File: src/rtl/slc3_mem_pkg.sv
// Shared definitions for the SLC-3 memory front end: loader states and
// default geometry of the ROM / SRAM / CPU ports.
package slc3_mem_pkg;

  localparam int DATA_W        = 16;
  localparam int DEFAULT_DEPTH = 256;
  localparam int DEFAULT_AW    = 16;

  // PRIME presents ROM address 0, LOAD streams the image, RUN serves the CPU.
  typedef enum logic [1:0] {
    PRIME = 2'd0,
    LOAD  = 2'd1,
    RUN   = 2'd2
  } state_e;

endpackage : slc3_mem_pkg

File: src/rtl/sram_init_loader.sv
// SRAM front end for the SLC-3 CPU. Copies DEPTH words from a ROM read port
// into the SRAM after reset (or on Start), holding the CPU off, then serves
// CPU accesses with a fixed one-wait-state ready pulse.
module sram_init_loader
  import slc3_mem_pkg::*;
#(
  parameter int DEPTH = DEFAULT_DEPTH,
  parameter int AW    = DEFAULT_AW
) (
  input  logic              Clk,
  input  logic              Reset_n,
  input  logic              Start,
  output logic [AW-1:0]     rom_addr,
  input  logic [DATA_W-1:0] rom_data,
  output logic [AW-1:0]     mem_addr,
  output logic [DATA_W-1:0] mem_wdata,
  output logic              mem_we,
  input  logic [DATA_W-1:0] mem_rdata,
  input  logic [AW-1:0]     cpu_addr,
  input  logic [DATA_W-1:0] cpu_wdata,
  input  logic              cpu_we,
  input  logic              cpu_oe,
  output logic [DATA_W-1:0] cpu_rdata,
  output logic              cpu_rdy,
  output logic              init_done
);

  // Counters carry one extra bit so DEPTH = 2**AW reaches its terminal
  // compare without wrapping.
  localparam logic [AW:0] LAST_IDX = (AW+1)'(DEPTH - 1);
  localparam logic [AW:0] CNT_ONE  = (AW+1)'(1);

  state_e            state_q, state_d;
  logic [AW:0]       rd_cnt_q, rd_cnt_d;
  logic [AW:0]       wr_cnt_q, wr_cnt_d;
  logic              cpu_rdy_q, cpu_rdy_d;
  logic              rd_pend_q, rd_pend_d;   // accepted access was a read
  logic [DATA_W-1:0] cpu_rdata_q, cpu_rdata_d;
  logic              accept;

  // The read counter's top bit only exists to match the write counter; the
  // ROM address never needs it (the value DEPTH in the last cycle is ignored).
  logic rd_cnt_msb_unused;
  assign rd_cnt_msb_unused = rd_cnt_q[AW];

  // Next-state, counter and memory-port decode for the load / run FSM.
  always_comb begin
    // NOTE: every output of this block gets a default first, so no path
    // through the case statement can leave a value held (no latches).
    state_d   = state_q;
    rd_cnt_d  = rd_cnt_q;
    wr_cnt_d  = wr_cnt_q;
    rd_pend_d = rd_pend_q;
    cpu_rdy_d = 1'b0;
    accept    = 1'b0;
    rom_addr  = '0;
    mem_addr  = '0;
    mem_wdata = '0;
    mem_we    = 1'b0;
    init_done = 1'b0;

    unique case (state_q)
      PRIME: begin
        // ROM word 0 is being fetched; it arrives for the first LOAD cycle.
        rd_cnt_d = CNT_ONE;
        wr_cnt_d = '0;
        state_d  = LOAD;
      end

      LOAD: begin
        // Fetch word rd_cnt while writing word wr_cnt fetched last cycle.
        rom_addr  = rd_cnt_q[AW-1:0];
        mem_we    = 1'b1;
        mem_addr  = wr_cnt_q[AW-1:0];
        mem_wdata = rom_data;
        rd_cnt_d  = rd_cnt_q + CNT_ONE;
        wr_cnt_d  = wr_cnt_q + CNT_ONE;
        if (wr_cnt_q == LAST_IDX) begin
          state_d = RUN;
        end
      end

      RUN: begin
        init_done = 1'b1;
        // CPU address and data pass straight through; decode lives downstream.
        mem_addr  = cpu_addr;
        mem_wdata = cpu_wdata;
        accept    = (cpu_we | cpu_oe) & ~cpu_rdy_q;
        if (accept) begin
          // A simultaneous we/oe request is a write.
          mem_we    = cpu_we;
          cpu_rdy_d = 1'b1;
          rd_pend_d = ~cpu_we;
        end
        // An access accepted alongside Start still gets its rdy pulse, which
        // is emitted from PRIME on the next cycle.
        if (Start) begin
          state_d = PRIME;
        end
      end

      default: begin
        state_d = PRIME;
      end
    endcase
  end

  // Read data follows the SRAM only during a read's rdy cycle, else holds.
  always_comb begin
    cpu_rdata_d = cpu_rdata_q;
    if (cpu_rdy_q && rd_pend_q) begin
      cpu_rdata_d = mem_rdata;
    end
  end

  assign cpu_rdata = cpu_rdata_d;
  assign cpu_rdy   = cpu_rdy_q;

  // State, counters and ready/read-data registers.
  always_ff @(posedge Clk or negedge Reset_n) begin
    if (!Reset_n) begin
      state_q     <= PRIME;
      rd_cnt_q    <= '0;
      wr_cnt_q    <= '0;
      cpu_rdy_q   <= 1'b0;
      rd_pend_q   <= 1'b0;
      cpu_rdata_q <= '0;
    end else begin
      // NOTE: non-blocking assignments so every flop samples the values from
      // before this edge, regardless of statement order.
      state_q     <= state_d;
      rd_cnt_q    <= rd_cnt_d;
      wr_cnt_q    <= wr_cnt_d;
      cpu_rdy_q   <= cpu_rdy_d;
      rd_pend_q   <= rd_pend_d;
      cpu_rdata_q <= cpu_rdata_d;
    end
  end

endmodule : sram_init_loader

File: config.mk
export PLATFORM = sky130hd
export DESIGN_NAME = sram_init_loader
export DESIGN_NICKNAME = d
export VERILOG_FILES = /design/src/rtl/slc3_mem_pkg.sv /design/src/rtl/sram_init_loader.sv
export SDC_FILE = /design/constraint.sdc
export NUM_CORES = 1
export LEC_CHECK = 0
export BUFFER_PORTS_ARGS = -buffer_cell sky130_fd_sc_hd__buf_2
export CAP_MARGIN = 20
export CORE_MARGIN = 10
export CORE_UTILIZATION = 39
export CTS_CLUSTER_SIZE = 40
export DETAILED_ROUTE_END_ITERATION = 8
export GPL_ROUTABILITY_DRIVEN = 1
export PLACE_DENSITY = 0.76
export SLEW_MARGIN = 20
export SYNTH_ARGS = -nofsm -noshare
export SYNTH_HDL_FRONTEND = slang
export SYNTH_SLANG_ARGS = --single-unit
File: constraint.sdc
create_clock -name Clk -period 1.7 [get_ports Clk]
set_input_delay 0.17 -clock Clk [delete_from_list [all_inputs] [get_ports Clk]]
set_output_delay 0.17 -clock Clk [all_outputs]
set_load 0.02 [all_outputs]
Word level (Yosys, flattened, before mapping):

Cells that the tools add are included.

* reduce and logical (&&, ||, !) cells: 5
* bitwise operators: 4
* add/subtract/negate cells: 2
* muxes and demuxes: 14
* equality and inequality tests: 5

Operators by type and width (number)
* 17-bit one-hot mux with 2 select lines: 2
* 16-bit one-hot mux with 2 select lines: 2
* 17-bit by 1-bit adder with 17-bit output (second input constant): 2
* 16-bit 2-to-1 mux: 2
* 17-bit by 8-bit == test with 1-bit output (second input constant): 1
* 2-bit one-hot mux with 3 select lines: 1
* 1-bit 2-to-1 mux: 4
* 2-bit 2-to-1 mux: 2
* 2-bit inequality test (second input constant): 2
* 2-bit AND reduction: 2
* 2-bit by 1-bit == test with 1-bit output (second input constant): 1
* 2-bit == test (second input constant): 1
* 2-bit zero test: 1
* 1-bit NOT: 2
* 1-bit one-hot mux with 2 select lines: 1
* 2-bit nonzero test: 1
* 1-bit AND: 1
* 1-bit logical AND: 1
* 1-bit OR: 1

* output and inout bits: 67
* bits in registers: 54
* logic and storage cells: 36

Depth between registers and ports, before layout:

* depth in word-level cells: 4
* gate-level depth with buffers: 8
* gate-level depth less buffers: 6

Least setup slack after synthesis:

OpenSTA, ideal clock, no wires.

* path kind: register to output
* start: reg state_q[0]
* end: out mem_addr[14]
* path buffers: 2
* arrival time: 1896 ps
* setup slack: -366 ps
* required time: 1530 ps
* stages on the path, launching flop included: 7
* cells stage by stage: dfrtp_1 -> inv_1 -> ha_1 -> clkbuf_1 -> clkbuf_1 -> nand2_1 -> a21boi_0

* word-level cells in the longest chain between the ends: 2
* elaborated cells on any way between the ends: 3
* those cells by class: eq/ne (2); mux (1)

RTL lines
* from (decl): RTL line sram_init_loader.sv:33 `state_e state_q, state_d;`
* from (signal assigned): RTL line sram_init_loader.sv:131 `state_q <= state_d;`
* 2-bit == test / 2-bit by 1-bit == test with 1-bit output (equally long branches): RTL line sram_init_loader.sv:62 `unique case (state_q)`
* 16-bit one-hot mux with 2 select lines (*): RTL line sram_init_loader.sv:62
* to (decl): RTL line sram_init_loader.sv:15 `output logic [AW-1:0] mem_addr,`

Mark *: on every way between the ends. The rest lies on a longest branch, timed or not.

Final worst setup path:

* start: reg state_q[0]
* end: out mem_addr[15]

Same word-level chain as after synthesis.

==> results.md <==
- Status: finished, violations left
- Failing checks: negative setup slack
- Initial antenna violation count: 0
- Post-layout util: 67.7%
- Residual DRC: 0
- Net Sw Power: 0.000596 W
- DR vias: 3332
- Yosys top cell area share: 40.2%
- Setup WS post-layout: -0.150 ns
- CTS Root Cell: clkbuf_8
- Crit end category: output pin
- Power, Total: 0.00248 W
- Core area: 0.00822 mm²
- Required @ worst endpoint: 1.53 ns
- Clock share of power: 34.3%
- Detail Route Antenna Nets: 0
- FILL cells: 576
- EDFF count, synth: 0
- Worst path arrival time: 1.68 ns
- Antenna Cells: 0
- Die ar.: 0.0125 mm²
- Leading cell type in the layout, fill and taps excluded: buf_2
- Register area share after synthesis: 40.2%
- Worst vdd ir: 0.302 mV
- Int Pwr: 0.00189 W
- DRT Pass-1 Iters: 4
- Average wire per standard cell: 20.2 µm
- R2R setup slack: -0.06 ns
- Final setup vio count: 49
- Most frequent cells in the layout: 70 x buf_2, 63 x buf_6, 53 x dfrtp_1
- Crit Path Class: reg2out
- Top post-synthesis cells by area: dfrtp_1 40%, a22oi_1 6.8%, nor2b_1 6.5%
- Routed vias/inst: 5.58
- # rows: 33
- DRT iter0 DRCs: 320
- Fraction of layout cells with a size suffix above 1: 61.4%
- Yosys top cell by area: dfrtp_1
- Ys async rst share: 100%
- Yosys cell types: 40
- Final hold violations: 0
- Setup WS pre-CTS: 0.000111 ns
- Die width: 112 µm
- Cell count after synthesis: 329
- Die height: 112 µm
- Max-slew headroom: 60.2%
- Leak Pwr: 2.80 nW
- Vias in the first global route: 3416
- Finished Cell Area: 0.00556 mm²
- First-pass GRT wire length: 17900 µm
- Reg power frac: 51.7%
- I/O Buffers: 135
- Placer congestion estimate: 0.806
- All-Layer GR Usage: 16.9%
- Final worst-path cycle share: 109%
- NumNets Final: 568
- Largest net degree at the start of global routing: 39
- Post-synthesis cell area: 0.00330 mm²
- Ys flop type: dfrtp_1
- Avg Cell Area, Syn: 10.0 µm²
- Hold WC Path Type: in2reg
- Worst Max-Slew Pin Slew: 0.597 ns
- CTS buffer count: 5
- RSZ-0062 raised after global routing: true
- Logic gate share of total power: 14.0%
- Slew Viols, Final: 0
- CTS tree: yes
- Syn Nets: 405
- Post-Route WL: 12000 µm
- DP Area: 0.00429 mm²
- Largest fanout on the critical path: 8
- Starting density of the core: 40.1%
- Clock Sinks: 53
- Crit start category: register
- Clock Skews: 0.00918 ns
- Fin cells: 597
- CTS H-tree depth: 2
- Switching Share: 24.0%
- Pwr per Cell Area: 447 mW/mm²
- Area growth from synthesis to layout: 68.8%
- FMAX: 541 MHz
- Post-synthesis register bit count: 53
- # IOs: 136
- Synth warn: 0
- Max Cap Viol: 0
- CTS max path bufs: 2
- Fin crit period: 1.85 ns
- Post-DP HPWL: 7280 µm
- Placed cells: 564
- GR Overflow Total: 0
- Clock transition at path regs: 0.09 ns
- Clk_lat worst skew: 0.31 ns
==> cell usage after synthesis (12+ instances only) <==
cell type  count
dfrtp_1       53
nor2b_1       34
a22oi_1       30
a22o_1        23
and2_1        18
clkbuf_1      17
mux2_2        17
nand2_1       15
nand3_1       12
nand4_1       12
xnor2_1       12
==> worst paths after layout <==
kind / from / endpoint / cells past startpoint
setup / recovery: state_q[0]$_DFFE_PN0P_ / mem_addr[15] / 7
hold / removal: cpu_we / rd_pend_q$_DFFE_PN0P_ / 2
hold reg to reg: wr_cnt_q[16]$_DFFE_PN0P_ / wr_cnt_q[16]$_DFFE_PN0P_ / 1
max in group asynchronous: Reset_n / state_q[1]$_DFFE_PN0P_ / 3
setup reg to reg: state_q[1]$_DFFE_PN0P_ / rd_cnt_q[13]$_DFFE_PN0P_ / 7
min in group asynchronous: Reset_n / rd_cnt_q[5]$_DFFE_PN0P_ / 2
==> critical path, stage by stage (launching register included) <==
cell and delay, ns:
dfrtp_1 0.41, buf_6 0.13, ha_4 0.19, buf_8 0.15, buf_8 0.13, a22oi_2 0.18, nor2b_2 0.06, buf_6 0.13
==> per-layer routing <==
metal / GRT usage (%) / wire length [µm]
met1: 20.3 / 4720
met2: 28.4 / 6160
met3: 4.67 / 830
met4: 5.83 / 318
met5: 0 / 0
==> registers in the layout (all words and copies together) (netlist names) <==
register and count:
cpu_rdata_q 16, wr_cnt_q 17, rd_pend_q 1, rd_cnt_q 16, cpu_rdy 1, state_q 2
==> kinds of logic after synthesis <==
logic type / Yosys count / synth area share, %
adders and majority gates: 7 / 2.66
AOI/OAI and AO/OA: 72 / 17.4
xor gates and xnor gates: 21 / 5.58
DFF: 53 / 40.2
buffers and inverters: 30 / 3.87
and+or+nand+nor: 124 / 22.9
muxes: 22 / 7.33
==> through the flow <==
stage                     TNS, ns  hold WS [ns]
after CTS                   -3.77        0.0696
after detailed placement        0         0.205
final                       -3.47        0.0864
after global placement          0         0.193
after floorplan           -0.0145        -0.126
after global routing        -7.23        0.0856
==> power groups by stage <==
stage	combinational, W	clock (W)	sequential (W)
6_report	0.000349	0.000852	0.00128
5_1_grt	0.000374	0.000931	0.00129
4_1_cts	0.000296	0.000869	0.00128
3_5_place_dp	0.000257	0	0.00131
3_3_place_gp	0.000251	0	0.00131
2_1_floorplan	0.000103	0	0.00131
==> layout make-up <==
class	count	area (µm²)	share of cell area [%]
clock buffers	5	68.8	1.24
well taps	105	131	2.36
inverters	3	11.3	0.202
flip-flops and latches	53	1330	23.8
multi-input cells	246	2310	41.5
repair buffers	183	1680	30.2
clock inverters	2	35.0	0.630
==> what timing repair did <==
action | CTS | global route
setup buffers | 8 | 11
hold buffers | 1 | 0
endpoints found under the setup margin | 65 | 71
gates cloned | 4 | 4
pin swaps | 1 | 13
hold endpoints to repair | 24 | 0
resized for setup | 149 | 83
No activity file was read; power rests on OpenSTA's default activity.
